==> src/rtl/quiz_pkg.sv <==
// Shared state encoding, winner codes and a small helper for the quiz round controller.
package quiz_pkg;

    typedef enum logic [2:0] {
        IDLE,
        CLEAR,
        GUARD,
        ARMED,
        RESULT,
        GAME_OVER
    } state_e;

    // Bit 0 flags player 1, bit 1 flags player 2, so a tie is simply both bits.
    typedef enum logic [1:0] {
        W_NONE = 2'b00,
        W_P1   = 2'b01,
        W_P2   = 2'b10,
        W_TIE  = 2'b11
    } winner_e;

    function automatic int unsigned max_u(input int unsigned a, input int unsigned b);
        return (a > b) ? a : b;
    endfunction

endpackage

==> src/rtl/quiz_round_controller_if.sv <==
// Bundle between quiz_mode / random_number and the round controller.
interface quiz_round_controller_if #(
    parameter int unsigned SCORE_W = 4
);
    logic               trigger;
    logic               correct_status_p1;
    logic               correct_status_p2;
    logic               quiz_reset;
    logic [SCORE_W-1:0] score_p1;
    logic [SCORE_W-1:0] score_p2;
    logic [1:0]         round_winner;
    logic               round_active;
    logic               game_over;
    logic [1:0]         game_winner;

    modport master (
        output trigger, correct_status_p1, correct_status_p2,
        input  quiz_reset, score_p1, score_p2, round_winner,
               round_active, game_over, game_winner
    );

    modport slave (
        input  trigger, correct_status_p1, correct_status_p2,
        output quiz_reset, score_p1, score_p2, round_winner,
               round_active, game_over, game_winner
    );
endinterface

==> src/rtl/sync_edge.sv <==
// Two-flop synchronizer followed by a rising-edge (or any-toggle) pulse detector.
module sync_edge #(
    parameter bit TOGGLE = 1'b0
) (
    input  logic clk,
    input  logic rst,
    input  logic din,
    output logic pulse
);
    logic meta_q, meta_d;
    logic sync_q, sync_d;
    logic prev_q, prev_d;

    always_comb begin
        meta_d = din;
        sync_d = meta_q;
        prev_d = sync_q;
    end

    // Reset preloads the live level everywhere, so a held input never looks like an edge.
    always_ff @(posedge clk) begin
        if (rst) begin
            meta_q <= din;
            sync_q <= din;
            prev_q <= din;
        end else begin
            // NOTE: non-blocking so every stage samples its predecessor's old value.
            meta_q <= meta_d;
            sync_q <= sync_d;
            prev_q <= prev_d;
        end
    end

    assign pulse = TOGGLE ? (sync_q ^ prev_q) : (sync_q & ~prev_q);

endmodule

==> src/rtl/quiz_round_controller.sv <==
// Round sequencer and scoreboard: clears quiz_mode flags per draw, picks round winners,
// keeps scores and declares the game winner.
module quiz_round_controller
    import quiz_pkg::*;
#(
    parameter int unsigned WIN_SCORE      = 5,
    parameter int unsigned SCORE_W        = 4,
    parameter int unsigned CLR_CYCLES     = 8,
    parameter int unsigned GUARD_CYCLES   = 8,
    parameter int unsigned HOLD_CYCLES    = 100_000_000,
    parameter int unsigned TIMEOUT_CYCLES = 1_000_000_000
) (
    input  logic                  basys3_clk,
    input  logic                  restart,
    quiz_round_controller_if.slave bus
);
    localparam int unsigned CNT_MAX = max_u(max_u(CLR_CYCLES, GUARD_CYCLES),
                                            max_u(HOLD_CYCLES, TIMEOUT_CYCLES));
    localparam int CNT_W = $clog2(64'(CNT_MAX) + 64'd1);

    localparam logic [SCORE_W-1:0] WIN          = SCORE_W'(WIN_SCORE);
    localparam logic [CNT_W-1:0]   CLR_LAST     = CNT_W'(CLR_CYCLES - 1);
    localparam logic [CNT_W-1:0]   GUARD_LAST   = CNT_W'(GUARD_CYCLES - 1);
    localparam logic [CNT_W-1:0]   HOLD_LAST    = CNT_W'(HOLD_CYCLES - 1);
    localparam logic [CNT_W-1:0]   TIMEOUT_LAST = CNT_W'(TIMEOUT_CYCLES - 1);

    logic p1_rise, p2_rise, trig_toggle;

    state_e             state_q, state_d;
    logic [CNT_W-1:0]   cnt_q, cnt_d;
    logic [SCORE_W-1:0] score_p1_q, score_p1_d;
    logic [SCORE_W-1:0] score_p2_q, score_p2_d;
    winner_e            round_winner_q, round_winner_d;
    winner_e            game_winner_q, game_winner_d;
    logic               quiz_reset_q, quiz_reset_d;
    logic               round_active_q, round_active_d;
    logic               game_over_q, game_over_d;

    sync_edge #(.TOGGLE(1'b0)) u_sync_p1 (
        .clk(basys3_clk), .rst(restart), .din(bus.correct_status_p1), .pulse(p1_rise)
    );
    sync_edge #(.TOGGLE(1'b0)) u_sync_p2 (
        .clk(basys3_clk), .rst(restart), .din(bus.correct_status_p2), .pulse(p2_rise)
    );
    sync_edge #(.TOGGLE(1'b1)) u_sync_trig (
        .clk(basys3_clk), .rst(restart), .din(bus.trigger), .pulse(trig_toggle)
    );

    always_comb begin
        // NOTE: every output gets a default first so no path can infer a latch.
        state_d        = state_q;
        cnt_d          = cnt_q;
        score_p1_d     = score_p1_q;
        score_p2_d     = score_p2_q;
        round_winner_d = round_winner_q;
        game_winner_d  = game_winner_q;

        case (state_q)
            IDLE:   if (trig_toggle) state_d = CLEAR;
            CLEAR:  if (cnt_q == CLR_LAST) state_d = GUARD;
            GUARD:  if (cnt_q == GUARD_LAST) state_d = ARMED;
            ARMED: begin
                if (trig_toggle) begin
                    state_d = CLEAR;
                end else if (p1_rise || p2_rise) begin
                    round_winner_d = winner_e'({p2_rise, p1_rise});
                    if (p1_rise && score_p1_q < WIN) score_p1_d = score_p1_q + 1'b1;
                    if (p2_rise && score_p2_q < WIN) score_p2_d = score_p2_q + 1'b1;
                    state_d = RESULT;
                end else if (TIMEOUT_CYCLES != 0 && cnt_q == TIMEOUT_LAST) begin
                    round_winner_d = W_NONE;
                    state_d        = RESULT;
                end
            end
            RESULT: begin
                if (cnt_q == HOLD_LAST) begin
                    if (score_p1_q == WIN || score_p2_q == WIN) begin
                        game_winner_d = winner_e'({score_p2_q == WIN, score_p1_q == WIN});
                        state_d       = GAME_OVER;
                    end else begin
                        round_winner_d = W_NONE;
                        state_d        = IDLE;
                    end
                end
            end
            GAME_OVER: state_d = GAME_OVER;
            default:   state_d = IDLE;
        endcase

        // One shared timer: restarts on every state change, idles where nothing is timed.
        if (state_d != state_q) begin
            cnt_d = '0;
        end else if (state_q inside {CLEAR, GUARD, ARMED, RESULT}) begin
            cnt_d = cnt_q + 1'b1;
        end

        quiz_reset_d   = (state_d == CLEAR);
        round_active_d = (state_d == ARMED);
        game_over_d    = (state_d == GAME_OVER);
    end

    always_ff @(posedge basys3_clk) begin
        if (restart) begin
            state_q        <= IDLE;
            cnt_q          <= '0;
            score_p1_q     <= '0;
            score_p2_q     <= '0;
            round_winner_q <= W_NONE;
            game_winner_q  <= W_NONE;
            quiz_reset_q   <= 1'b1;
            round_active_q <= 1'b0;
            game_over_q    <= 1'b0;
        end else begin
            state_q        <= state_d;
            cnt_q          <= cnt_d;
            score_p1_q     <= score_p1_d;
            score_p2_q     <= score_p2_d;
            round_winner_q <= round_winner_d;
            game_winner_q  <= game_winner_d;
            quiz_reset_q   <= quiz_reset_d;
            round_active_q <= round_active_d;
            game_over_q    <= game_over_d;
        end
    end

    assign bus.quiz_reset   = quiz_reset_q;
    assign bus.score_p1     = score_p1_q;
    assign bus.score_p2     = score_p2_q;
    assign bus.round_winner = round_winner_q;
    assign bus.round_active = round_active_q;
    assign bus.game_over    = game_over_q;
    assign bus.game_winner  = game_winner_q;

endmodule

==> src/flat_wrapper.sv <==
// flat-port wrapper written by rule: the top's interface ports become plain ports
module quiz_round_controller_flat import quiz_pkg::*;
#(
    parameter int unsigned WIN_SCORE      = 5,
    parameter int unsigned SCORE_W        = 4,
    parameter int unsigned CLR_CYCLES     = 8,
    parameter int unsigned GUARD_CYCLES   = 8,
    parameter int unsigned HOLD_CYCLES    = 100_000_000,
    parameter int unsigned TIMEOUT_CYCLES = 1_000_000_000
)
  (basys3_clk, restart, bus_trigger, bus_correct_status_p1, bus_correct_status_p2, bus_quiz_reset, bus_score_p1, bus_score_p2, bus_round_winner, bus_round_active, bus_game_over, bus_game_winner);
  quiz_round_controller_if #(.SCORE_W(SCORE_W)) bus_i ();
  input  logic basys3_clk;
  input  logic restart;
  input wire logic [$bits(bus_i.trigger)-1:0] bus_trigger;
  input wire logic [$bits(bus_i.correct_status_p1)-1:0] bus_correct_status_p1;
  input wire logic [$bits(bus_i.correct_status_p2)-1:0] bus_correct_status_p2;
  output wire logic [$bits(bus_i.quiz_reset)-1:0] bus_quiz_reset;
  output wire logic [$bits(bus_i.score_p1)-1:0] bus_score_p1;
  output wire logic [$bits(bus_i.score_p2)-1:0] bus_score_p2;
  output wire logic [$bits(bus_i.round_winner)-1:0] bus_round_winner;
  output wire logic [$bits(bus_i.round_active)-1:0] bus_round_active;
  output wire logic [$bits(bus_i.game_over)-1:0] bus_game_over;
  output wire logic [$bits(bus_i.game_winner)-1:0] bus_game_winner;
  assign bus_i.trigger = bus_trigger;
  assign bus_i.correct_status_p1 = bus_correct_status_p1;
  assign bus_i.correct_status_p2 = bus_correct_status_p2;
  assign bus_quiz_reset = bus_i.quiz_reset;
  assign bus_score_p1 = bus_i.score_p1;
  assign bus_score_p2 = bus_i.score_p2;
  assign bus_round_winner = bus_i.round_winner;
  assign bus_round_active = bus_i.round_active;
  assign bus_game_over = bus_i.game_over;
  assign bus_game_winner = bus_i.game_winner;
  quiz_round_controller #(.WIN_SCORE(WIN_SCORE), .SCORE_W(SCORE_W), .CLR_CYCLES(CLR_CYCLES), .GUARD_CYCLES(GUARD_CYCLES), .HOLD_CYCLES(HOLD_CYCLES), .TIMEOUT_CYCLES(TIMEOUT_CYCLES)) u_core (.basys3_clk(basys3_clk), .restart(restart), .bus(bus_i));
endmodule
==> config.mk <==
export PLATFORM = sky130hd
export DESIGN_NAME = quiz_round_controller_flat
export DESIGN_NICKNAME = d
export VERILOG_FILES = /design/src/rtl/quiz_pkg.sv /design/src/rtl/quiz_round_controller_if.sv /design/src/rtl/sync_edge.sv /design/src/rtl/quiz_round_controller.sv /design/src/flat_wrapper.sv
export SDC_FILE = /design/constraint.sdc
export NUM_CORES = 1
export LEC_CHECK = 0
export BUFFER_PORTS_ARGS = -buffer_cell sky130_fd_sc_hd__buf_4
export CORE_AREA = 2 2 63 95
export DETAILED_ROUTE_END_ITERATION = 8
export DIE_AREA = 0 0 65 97
export PLACE_DENSITY = 0.7
export SYNTH_ARGS = -nofsm -noshare
export SYNTH_HDL_FRONTEND = slang
export SYNTH_SLANG_ARGS = --single-unit
==> constraint.sdc <==
create_clock -name basys3_clk -period 3.31 [get_ports basys3_clk]
set_clock_uncertainty 0.2 [all_clocks]
set_input_delay 0.331 -clock basys3_clk [delete_from_list [all_inputs] [get_ports basys3_clk]]
set_output_delay 0.331 -clock basys3_clk [all_outputs]
set_load 0.005 [all_outputs]
==> results of run 1 <==
[path summary, 6_finish.rpt]
check                            start                   endpoint  cells after the start
min reg2reg  u_core.u_sync_trig.meta_q  u_core.u_sync_trig.prev_d                      2
min                            restart          u_core.state_q[0]                      2
max                    u_core.cnt_q[0]           u_core.cnt_q[14]                      8
max reg2reg            u_core.cnt_q[0]           u_core.cnt_q[14]                      8
[logic make-up (layout without fill, tap and decap cells)]
family	count (synthesis)	in the layout	share of synthesized area (%)
AOI/OAI and AO/OA	31	31	10.0
xor gates and xnor gates	36	36	10.9
adders and majority gates	7	7	3.01
buffers and inverters	27	53	4.48
DFF	57	57	39.3
muxes	4	4	1.38
and+or+nand+nor	147	147	31.0
[power by group]
part | total (mW) | internal (mW) | switching (mW)
logic | 0.111 | 0.0421 | 0.0689
registers | 0.713 | 0.700 | 0.0125
clock network | 0.691 | 0.424 | 0.267
[layer usage]
layer	global-route usage [%]	share of wire, %
met1	19.6	40
met3	6.40	4.2
met5	0	0
met4	12.3	2.6
met2	33.1	53
[state kept, by name, summed over array words and instances (netlist names), 2 cells and up]
name,count
u_core.bus.score_p1,4
u_core.state_q,3
u_core.bus.score_p2,4
u_core.bus.game_winner,2
u_core.cnt_q,30
u_core.bus.round_winner,2
[Yosys cell counts (3+ instances only)]
| cell | n |
|---|---|
| sky130_fd_sc_hd__a21oi_1 | 4 |
| sky130_fd_sc_hd__a31oi_1 | 3 |
| sky130_fd_sc_hd__and2_1 | 4 |
| sky130_fd_sc_hd__and3_1 | 5 |
| sky130_fd_sc_hd__and4_1 | 3 |
| sky130_fd_sc_hd__buf_2 | 5 |
| sky130_fd_sc_hd__clkbuf_1 | 5 |
| sky130_fd_sc_hd__dfxtp_1 | 57 |
| sky130_fd_sc_hd__ha_1 | 7 |
| sky130_fd_sc_hd__inv_1 | 15 |
| sky130_fd_sc_hd__mux2i_1 | 4 |
| sky130_fd_sc_hd__nand2_1 | 20 |
| sky130_fd_sc_hd__nand2b_1 | 6 |
| sky130_fd_sc_hd__nand3_1 | 13 |
| sky130_fd_sc_hd__nand4_1 | 13 |
| sky130_fd_sc_hd__nor2_1 | 31 |
| sky130_fd_sc_hd__nor2_2 | 20 |
| sky130_fd_sc_hd__nor3_1 | 4 |
| sky130_fd_sc_hd__nor4_1 | 5 |
| sky130_fd_sc_hd__nor4_4 | 3 |
| sky130_fd_sc_hd__o21ai_0 | 9 |
| sky130_fd_sc_hd__xnor2_1 | 11 |
| sky130_fd_sc_hd__xor2_1 | 25 |
[cells in the final DEF (no fill, tap or decap), types with 2 or more instances in the layout]
cell type / count
sky130_fd_sc_hd__a2111oi_4: 2
sky130_fd_sc_hd__a31oi_1: 3
sky130_fd_sc_hd__ha_1: 7
sky130_fd_sc_hd__dlygate4sd3_1: 3
sky130_fd_sc_hd__nand2b_1: 6
sky130_fd_sc_hd__mux2i_1: 4
sky130_fd_sc_hd__o21a_1: 2
sky130_fd_sc_hd__nor4_2: 2
sky130_fd_sc_hd__nand4_1: 13
sky130_fd_sc_hd__nand2_1: 20
sky130_fd_sc_hd__and3b_1: 2
sky130_fd_sc_hd__and4_1: 3
sky130_fd_sc_hd__a21oi_1: 4
sky130_fd_sc_hd__and2_1: 4
sky130_fd_sc_hd__xor2_1: 25
sky130_fd_sc_hd__nor2_1: 31
sky130_fd_sc_hd__nor3_1: 4
sky130_fd_sc_hd__nor2_2: 20
sky130_fd_sc_hd__nor4_4: 3
sky130_fd_sc_hd__o21ai_0: 9
sky130_fd_sc_hd__and3_1: 5
sky130_fd_sc_hd__inv_1: 15
sky130_fd_sc_hd__xnor2_1: 11
sky130_fd_sc_hd__or3_1: 2
sky130_fd_sc_hd__nand3_1: 13
sky130_fd_sc_hd__a41oi_1: 2
sky130_fd_sc_hd__or4_1: 2
sky130_fd_sc_hd__nor2b_1: 2
sky130_fd_sc_hd__nor4_1: 5
sky130_fd_sc_hd__dfxtp_1: 57
sky130_fd_sc_hd__clkbuf_8: 13
sky130_fd_sc_hd__buf_4: 20
[worst reg2reg max path, cell delays in order, from the launching register on]
cell	delay, ns
sky130_fd_sc_hd__dfxtp_1	0.36
sky130_fd_sc_hd__ha_1	0.24
sky130_fd_sc_hd__nor4bb_4	0.36
sky130_fd_sc_hd__nand4b_2	0.21
sky130_fd_sc_hd__o31ai_4	0.34
sky130_fd_sc_hd__nor4_1	0.14
sky130_fd_sc_hd__o221ai_4	0.20
sky130_fd_sc_hd__buf_4	0.39
sky130_fd_sc_hd__nor2_1	0.11
[final cells by class]
| cell class | instances | share of cell area [%] |
|---|---|---|
| Clock inverter | 2 | 1.06 |
| Sequential cell | 57 | 34.4 |
| Tap cell | 70 | 2.64 |
| Inverter | 15 | 1.70 |
| Clock buffer | 13 | 5.40 |
| Timing Repair Buffer | 23 | 5.44 |
| Multi-Input combinational cell | 225 | 49.3 |
[through the flow]
stage / util [%] / hold WS (ns)
after floorplan: - / 0.159
after global placement: 56.7 / 0.240
after detailed placement: 56.7 / 0.236
after CTS: 61.3 / 0.117
after global routing: 61.3 / 0.124
final: 61.3 / 0.126
==> impl_summary.txt, run 1 <==
----------------------------------------------------
[Outcome]
  Result of the run ... finished clean

[Clocking]
  Clock slew at the register clock pins of the worst setup and hold paths ... 0.06 ns
  Buffer levels on the longest clock path ... 2
  Clock latency at the later pin of the worst-skew pair ... 0.35 ns
  CTS HTree Levels ... 3
  Clock buffer count from CTS ... 9
  TritonCTS Sinks ... 57
  Post-CTS Setup Repair Bufs ... 0
  Clock root buffer ... sky130_fd_sc_hd__clkbuf_8
  Total of hold buffers inserted after clock tree synthesis ... 3
  CTS-repair resized insts ... 0
  Clock tree from TritonCTS ... built

[Global routing]
  Via count of the first global-routing pass ... about 2000
  Gr ovfl total ... 0
  First-pass GRT wire length ... 9240 um
  Largest net degree at the start of global routing ... 29
  GRT Resource Usage Total ... roughly a fifth
  Initial antenna violation count ... 0

[Logic synthesis]
  Fraction of post-synthesis cell area in the top cell type by area ... between 30% and 40%
  Mean Syn Cell Area ... 9.40 um^2
  Cells after Synth ... ~310
  Async set-reset flop share out of synthesis ... 0%
  Synthesis Warnings ... 0
  Area contributors post-synth ... sky130_fd_sc_hd__dfxtp_1, sky130_fd_sc_hd__xor2_1, sky130_fd_sc_hd__nor2_2, sky130_fd_sc_hd__nor2_1, sky130_fd_sc_hd__xnor2_1
  Share of the yosys chip area belonging to registers ... between 30% and 40%
  Post-synthesis cell type count ... 51
  Post-synth EDFFs ... 0
  Synthesized net count ... roughly 320
  Synth area leader ... sky130_fd_sc_hd__dfxtp_1
  Primary FF master, synth ... sky130_fd_sc_hd__dfxtp_1
  Number of synthesized register bits ... 57
  Mapped Area ... approximately 2900 um^2

[Placed design]
  Area after DPL ... ~3000 um^2
  Total instance count after detailed placement ... 387
  Worst slack, placed ... about 0.64 ns
  HPWL Detailed ... 4060 um
  Final RePlAce weighted congestion ... roughly 0.80
  Count of input and output buffers ... 19

[Layout]
  NumNets Final ... 343
  Sequential standard cell area ... 1140 um^2
  Antenna diode count ... 0
  Proportion of layout cells with a drive suffix above 1 ... between 20% and 30%
  Cell Count, Final, Fillers Out ... between 400 and 500
  Area used by multi-input combinational logic ... 1630 um^2
  Final design area excluding fillers ... between 3000 and 4000 um^2
  Synthesis-to-finish area growth ... 14.0%
  Count of filler cells inserted in the layout ... between 400 and 500

[Setup path]
  Critical Path Max Stage Delay ... between 0.3 and 0.4 ns
  Slowest CP cell ... sky130_fd_sc_hd__buf_4
  Worst-path cell chain ... ha_1 > nor4bb_4 > nand4b_2 > o31ai_4 > nor4_1 > o221ai_4 > buf_4 > nor2_1
  Family with the most delay on the worst path ... simple AND/OR/NAND/NOR gates
  Count of buffer and inverter cells on the critical path ... 1
  Register-to-register setup slack ... approximately 0.64 ns
  Maximum fanout along the worst path ... 28
  Setup crit start kind ... register
  CP endpoint kind ... register
  Setup Crit Path Kind ... register to register
  Required time worst endpoint ... roughly 3.3 ns
  Worst Path Arrival ... ~2.7 ns

[Power]
  Worst supply voltage drop on vdd ... between 0.2 and 0.3 mV
  Leak pwr ... between 1 and 1.5 nW
  Power density over the cells ... 457 nW/um^2
  Power Total ... 1.51 mW

[Route]
  First-iteration detailed-routing DRC count ... between 70 and 80
  Final WL ... around 5600 um
  Number of nets with antenna violations after detailed routing ... 0
  Detailed-route via count ... around 2200
  Residual DRC count ... 0
  Via count normalized by instance count ... around 5.4
  Routed wirelength normalized by instance count ... 13.8 um
  TritonRoute pass-1 iters ... 4

[Die]
  Die Span Y ... ~97 um
  Total number of placement rows ... 33
  Initial cell density of the core ... 53.7%
  Die Outline Area ... ~6300 um^2
  Number of I/O pins ... 20
  Die Width ... around 65 um
  Core box area ... between 5000 and 6000 um^2

[Timing]
  Time the worst path needs with I/O delays and setup ... 2.67 ns
  Max transition margin ... a little under 60%
  Final clock period utilization by the worst path ... between 80% and 90%
  Final Hold Fails ... 0
  Peak Freq ... 375 MHz
  Fin. max-slew vios ... 0
  Final-layout setup total negative slack ... 0 ns
  Transition time at the pin with the least slew margin ... 0.611 ns
  Setup slack of the critical path after layout ... ~0.64 ns
  Unrepaired setup endpoints after global routing ... no
  Number of endpoints failing setup at the final stage ... 0

[Min path]
  Worst hold path class ... primary input to register

[Run]
  Max-cap violations ... 0

----------------------------------------------------
(Power assumes the default switching activity.)
==> run 2: changes to the inputs <==
--- a/config.mk
+++ b/config.mk
@@ -9,7 +9,7 @@
 export CORE_AREA = 2 2 63 95
 export DETAILED_ROUTE_END_ITERATION = 8
 export DIE_AREA = 0 0 65 97
-export PLACE_DENSITY = 0.7
+export PLACE_DENSITY = 0.73
 export SYNTH_ARGS = -nofsm -noshare
 export SYNTH_HDL_FRONTEND = slang
 export SYNTH_SLANG_ARGS = --single-unit
==> constraint.sdc (replaced) <==
create_clock -name basys3_clk -period 2.4 [get_ports basys3_clk]
set_clock_uncertainty 0.2 [all_clocks]
set_input_delay 0.24 -clock basys3_clk [delete_from_list [all_inputs] [get_ports basys3_clk]]
set_output_delay 0.24 -clock basys3_clk [all_outputs]
set_load 0.005 [all_outputs]
==> run 2 against run 1 <==
Count of clock-buffer cells in the layout did not move. Cell count rose by 5.7%. Global-route usage rose by 0.57 points. Critical path depth did not move. Via count rose by 9.0%. Non-clock buffer count rose by 23. Combinational power rose by 96%. Worst setup slack got worse by 0.58 ns. Sequential power rose by 38%. Wire length rose by 19%. Clock power rose by 38%. Highest routed layer unchanged.
==> impl_summary.txt, run 2 (synthesis gave the netlist of run 1 again) <==
----------------------------------------------------
[Setup path]
  Maximum fanout along the worst path ... 7 (-75%)
  Setup Crit Path Kind ... register to register
  Worst Path Arrival ... 2.37 ns (-0.33 ns)
  CP endpoint kind ... register
  Required time worst endpoint ... 2.43 ns (-0.91 ns)
  Setup crit start kind ... register

[Clocking]
  Buffer levels on the longest clock path ... 2 (unchanged)
  Clock slew at the register clock pins of the worst setup and hold paths ... 0.06 ns (about the same)
  Clock buffer count from CTS ... 9 (unchanged)
  Clock latency at the later pin of the worst-skew pair ... 0.34 ns (about the same)
  CTS HTree Levels ... 3 (unchanged)
  Clock root buffer ... sky130_fd_sc_hd__clkbuf_8
  Clock tree from TritonCTS ... built
  TritonCTS Sinks ... 57 (unchanged)

[Placed design]
  HPWL Detailed ... 4380 um (+7.9%)
  Area after DPL ... 3220 um^2 (+4.8%)
  Total instance count after detailed placement ... 405 (+4.7%)
  Final RePlAce weighted congestion ... 0.829 (+4.2%)
  Count of input and output buffers ... 19 (unchanged)

[Layout]
  Proportion of layout cells with a drive suffix above 1 ... 30.2% (+8.4 points)
  Cell Count, Final, Fillers Out ... 428 (+5.7%)
  NumNets Final ... 366 (+6.7%)
  Leading cell type in the layout, fill and taps excluded ... sky130_fd_sc_hd__dfxtp_1
  Number of flip-flops in the largest register ... 30 (unchanged)
  End-of-flow core utilization ... 66.8% (+5.5 points)
  Antenna diode count ... 0 (unchanged)
  Count of filler cells inserted in the layout ... 438 (-11%)
  Synthesis-to-finish area growth ... 24.3%
  Largest Register ... u_core.cnt_q
  Commonest cells after routing, fill and taps aside ... sky130_fd_sc_hd__dfxtp_1, sky130_fd_sc_hd__buf_4, sky130_fd_sc_hd__nor2_1, sky130_fd_sc_hd__xor2_1, sky130_fd_sc_hd__nor2_2
  Final design area excluding fillers ... 3610 um^2 (+9.0%)

[Power]
  Leak pwr ... 1.38 nW (+13%)
  Power density over the cells ... 596 nW/um^2 (+30%)
  Worst supply voltage drop on vdd ... 0.414 mV (+43%)

[Timing]
  Final-layout setup total negative slack ... 0 ns (unchanged)
  Number of endpoints failing setup at the final stage ... 0 (unchanged)
  Max transition margin ... 70.2% (+11 points)
  WHS ... 0.0441 ns (-0.0815 ns)
  Time the worst path needs with I/O delays and setup ... 2.34 ns (-0.326 ns)
  Transition time at the pin with the least slew margin ... 0.444 ns (-0.168 ns)
  Fin. max-slew vios ... 0 (unchanged)
  Final Hold Fails ... 0 (unchanged)
  Peak Freq ... 427 MHz (+14%)
  Final clock period utilization by the worst path ... 97.6% (+17 points)

[Route]
  First-iteration detailed-routing DRC count ... 137 (+83%)
  Final WL ... 6650 um (+19%)
  Detailed-route via count ... 2365 (+9.0%)
  Number of nets with antenna violations after detailed routing ... 0 (unchanged)
  Routed wirelength normalized by instance count ... 15.5 um (+13%)
  Residual DRC count ... 0 (unchanged)
  TritonRoute pass-1 iters ... 6 (+2)
  Via count normalized by instance count ... 5.53 (+3.1%)

[Die]
  Initial cell density of the core ... 53.7% (unchanged)
  Die Width ... 65 um (unchanged)
  Core box area ... 5410 um^2 (unchanged)
  Total number of placement rows ... 33 (unchanged)
  Die Span Y ... 97 um (unchanged)
  Number of I/O pins ... 20 (unchanged)
  Die Outline Area ... 6310 um^2 (unchanged)

[Global routing]
  First-pass GRT wire length ... 9690 um (+4.9%)
  Gr ovfl total ... 0 (unchanged)
  Via count of the first global-routing pass ... 2192 (+9.7%)
  GRT Resource Usage Total ... 20.0% (+0.57 points)
  Initial antenna violation count ... 0 (unchanged)
  Largest net degree at the start of global routing ... 29 (unchanged)

[Run]
  Max-cap violations ... 0 (unchanged)

[Outcome]
  Result of the run ... finished clean

[Min path]
  Worst hold path class ... primary input to register

----------------------------------------------------
## run 2: what timing repair did
action,in CTS,in global routing
hold endpoints to repair,9,0
cloned,0,3
setup buffers,0,2
endpoints found under the setup margin,27,32
hold buffers,3,0
resized for setup,1,16
pin swaps,0,10
## run 2: where the power goes
| group | switching (mW) | internal [mW] | total, mW |
|---|---|---|---|
| registers | 0.0145 | 0.966 | 0.981 |
| logic | 0.119 | 0.0994 | 0.218 |
| clock network | 0.366 | 0.585 | 0.952 |
| total | 0.500 | 1.65 | 2.15 |
## run 2: critical path: stages, from the launching register on
cell and delay (ns):
sky130_fd_sc_hd__dfxtp_1 0.35, sky130_fd_sc_hd__ha_2 0.22, sky130_fd_sc_hd__nor4bb_4 0.30, sky130_fd_sc_hd__nand4b_4 0.19
sky130_fd_sc_hd__o31ai_4 0.24, sky130_fd_sc_hd__nor4_2 0.09, sky130_fd_sc_hd__o221ai_4 0.35, sky130_fd_sc_hd__clkbuf_16 0.24
sky130_fd_sc_hd__nor2b_1 0.05
## run 2: stage by stage
step / power, mW / worst slack, ns
after floorplan: 1.13 / 0.0660
after global placement: 1.17 / 0.0340
after detailed placement: 1.17 / -0.0184
after CTS: 2.12 / -0.00808
after global routing: 2.24 / -0.0438
final: 2.15 / 0.0581
## run 2: layout make-up
class                      count  area (um^2)  share of cell area, %
clock inverter                 2         35.0                  0.970
inverter                      15         56.3                   1.56
timing repair buffer          46          404                   11.2
tap                           70         87.6                   2.43
multi-input combinational    225         1700                   47.1
sequential                    57         1150                   31.8
clock buffer                  13          179                   4.95
## run 2: path summary, 6_finish.rpt
| kind | startpoint | end | slack [ns] | cells after the start |
|---|---|---|---|---|
| worst max-delay path | u_core.cnt_q[1] | u_core.cnt_q[7] | 0.06 | 8 |
| worst min-delay path | restart | u_core.bus.round_winner[1] | 0.04 | 2 |
| worst max register to register | u_core.cnt_q[1] | u_core.cnt_q[7] | 0.06 | 8 |
| worst min register to register | u_core.u_sync_p2.meta_q | u_core.u_sync_p2.prev_d | 0.24 | 2 |
## run 2: layer usage
layer	share of wire, %	wire length, um	GRT usage [%]
met1	39	2610	20.9
met2	54	3560	35.1
met3	3.0	201	5.23
met4	4.1	273	10.8
met5	0	0	0
==> run 3: changes to the inputs <==
--- a/config.mk
+++ b/config.mk
@@ -9,7 +9,7 @@
 export CORE_AREA = 2 2 63 95
 export DETAILED_ROUTE_END_ITERATION = 8
 export DIE_AREA = 0 0 65 97
-export PLACE_DENSITY = 0.73
+export PLACE_DENSITY = 0.75
 export SYNTH_ARGS = -nofsm -noshare
 export SYNTH_HDL_FRONTEND = slang
 export SYNTH_SLANG_ARGS = --single-unit
==> run 3 against run 2 <==
Flip-flop and latch count unchanged. Core utilization decreased by 1.0 points. Cell count decreased by 1.4%. Clock power decreased by 4.7%. Register-to-register slack got worse by 0.05 ns. Via count decreased by 0.55%. Power decreased by 2.2%. Combinational power decreased by 2%. Non-clock buffer count decreased by 7. Die area unchanged. Hold slack got worse by 0.0038 ns. Maximum frequency decreased by 2.2%.
==> impl_summary.txt, run 3 (synthesis gave the netlist of run 1 again) <==
----------------------------------------------------
[Outcome]
  Result of the run ... finished clean

[Layout]
  NumNets Final ... 359 (-1.9%)
  Antenna diode count ... 0 (unchanged)
  Leading cell type in the layout, fill and taps excluded ... sky130_fd_sc_hd__dfxtp_1
  Cell Count, Final, Fillers Out ... 422 (-1.4%)
  Largest Register ... u_core.cnt_q
  Commonest cells after routing, fill and taps aside ... sky130_fd_sc_hd__dfxtp_1, sky130_fd_sc_hd__buf_4, sky130_fd_sc_hd__nor2_1, sky130_fd_sc_hd__xor2_1, sky130_fd_sc_hd__nor2_2
  Synthesis-to-finish area growth ... 22.4%
  Proportion of layout cells with a drive suffix above 1 ... 30.1% (-0.054 points)
  Number of flip-flops in the largest register ... 30 (unchanged)

[Setup path]
  Required time worst endpoint ... 2.43 ns (about the same)
  Setup crit start kind ... register
  CP endpoint kind ... register
  Setup Crit Path Kind ... register to register
  Worst Path Arrival ... 2.43 ns (+0.06 ns)
  Maximum fanout along the worst path ... 10 (+3)

[Clocking]
  Clock tree from TritonCTS ... built
  Buffer levels on the longest clock path ... 2 (unchanged)
  Post-CTS Setup Repair Bufs ... 0 (unchanged)
  Clock root buffer ... sky130_fd_sc_hd__clkbuf_8
  Clock buffer count from CTS ... 9 (unchanged)
  TritonCTS Sinks ... 57 (unchanged)
  Clock slew at the register clock pins of the worst setup and hold paths ... 0.07 ns (about the same)
  CTS HTree Levels ... 3 (unchanged)
  Clock latency at the later pin of the worst-skew pair ... 0.34 ns (about the same)

[Die]
  Number of I/O pins ... 20 (unchanged)
  Core box area ... 5410 um^2 (unchanged)
  Die Outline Area ... 6310 um^2 (unchanged)
  Die Width ... 65 um (unchanged)
  Initial cell density of the core ... 53.7% (unchanged)
  Total number of placement rows ... 33 (unchanged)
  Die Span Y ... 97 um (unchanged)

[Global routing]
  First-pass GRT wire length ... 9960 um (+2.7%)
  Gr ovfl total ... 0 (unchanged)
  GRT Resource Usage Total ... 20.3% (+0.35 points)
  Via count of the first global-routing pass ... 2218 (+1.2%)
  Largest net degree at the start of global routing ... 26 (-10%)
  Initial antenna violation count ... 0 (unchanged)

[Route]
  Uppermost layer routed ... met4
  WL met1 ... 2520 um (-3.4%)
  Residual DRC count ... 0 (unchanged)
  DR WL met2 ... 3510 um (-1.3%)
  Detailed-route via count ... 2352 (-0.55%)
  Final WL ... 6470 um (-2.7%)
  TritonRoute pass-1 iters ... 4 (-2)
  Number of nets with antenna violations after detailed routing ... 0 (unchanged)
  Routed length on met3 ... 203 um (+1.0%)
  Via count normalized by instance count ... 5.57 (+0.86%)
  Routed wirelength normalized by instance count ... 15.3 um (-1.3%)
  First-iteration detailed-routing DRC count ... 148 (+8.0%)

[Timing]
  Final-layout setup total negative slack ... 0 ns (unchanged)
  Unrepaired setup endpoints after global routing ... yes
  Final Hold Fails ... 0 (unchanged)
  Peak Freq ... 417 MHz (-2.2%)
  Transition time at the pin with the least slew margin ... 0.542 ns (+0.0987 ns)
  Number of endpoints failing setup at the final stage ... 0 (unchanged)
  WHS ... 0.0403 ns (-0.00375 ns)
  Time the worst path needs with I/O delays and setup ... 2.40 ns (+0.0539 ns)
  Fin. max-slew vios ... 0 (unchanged)
  Final clock period utilization by the worst path ... 99.8% (+2.2 points)
  Max transition margin ... 63.5% (-6.6 points)

[Power]
  Worst supply voltage drop on vdd ... 0.317 mV (-23%)
  Power density over the cells ... 591 nW/um^2 (-0.70%)
  Leak pwr ... 1.32 nW (-4.5%)

[Run]
  Max-cap violations ... 0 (unchanged)

[Placed design]
  Final RePlAce weighted congestion ... 0.843 (+1.7%)
  Total instance count after detailed placement ... 401 (-0.99%)
  Count of input and output buffers ... 19 (unchanged)
  HPWL Detailed ... 4370 um (-0.36%)

[Min path]
  Worst hold path class ... primary input to register

----------------------------------------------------
-- run 3: per-stage QoR --
stage	power, mW	util (%)	setup slack [ns]	instance area [um^2]
6_report	2.10	65.7	0.00417	3550
5_1_grt	2.19	65.7	-0.0946	3550
4_1_cts	2.08	63.3	0.00656	3420
3_5_place_dp	1.17	58.9	0.0306	3190
3_3_place_gp	1.17	58.9	0.0655	3190
2_1_floorplan	1.13	-	0.0660	2910
-- run 3: what timing repair did --
action / in CTS / in global routing
resized for setup: 0 / 23
setup endpoints to repair: 0 / 34
hold endpoints to repair: 9 / 0
hold buffers: 3 / 0
-- run 3: path summary, 6_finish.rpt --
| check | from | endpoint | slack, ns | depth (start not counted) |
|---|---|---|---|---|
| setup / recovery | u_core.cnt_q[0] | u_core.cnt_q[29] | 0.004 | 8 |
| hold / removal | restart | u_core.state_q[0] | 0.04 | 2 |
| setup reg to reg | u_core.cnt_q[0] | u_core.cnt_q[29] | 0.004 | 8 |
| hold reg to reg | u_core.u_sync_p1.meta_q | u_core.u_sync_p1.prev_d | 0.25 | 2 |
-- run 3: power by group --
part | switching, mW | internal [mW]
Sequential | 0.0160 | 0.966
Combinational | 0.114 | 0.0994
Clock | 0.401 | 0.506
-- run 3: area by class of cell --
| class | count | area, um^2 |
|---|---|---|
| Fill cell | 428 | 1850 |
| Multi-Input combinational cell | 225 | 1700 |
| Sequential cell | 57 | 1160 |
| Timing Repair Buffer | 39 | 352 |
| Clock buffer | 10 | 138 |
| Tap cell | 70 | 87.6 |
| Clock inverter | 6 | 67.6 |
| Inverter | 15 | 56.3 |
-- run 3: critical path: stages (launching register included) --
cell	delay [ns]
sky130_fd_sc_hd__dfxtp_4	0.37
sky130_fd_sc_hd__ha_4	0.14
sky130_fd_sc_hd__nor4bb_4	0.28
sky130_fd_sc_hd__nand2b_1	0.14
sky130_fd_sc_hd__nor4_4	0.33
sky130_fd_sc_hd__a31oi_2	0.17
sky130_fd_sc_hd__o221ai_4	0.35
sky130_fd_sc_hd__clkbuf_16	0.25
sky130_fd_sc_hd__nor2_2	0.04
-- run 3: metal layers --
metal / track usage, % / vias up
met5: 0 / -
met4: 10.6 / 0
met3: 5.47 / 20
met2: 36.6 / 47
met1: 20.6 / 1130
li1: - / 1155
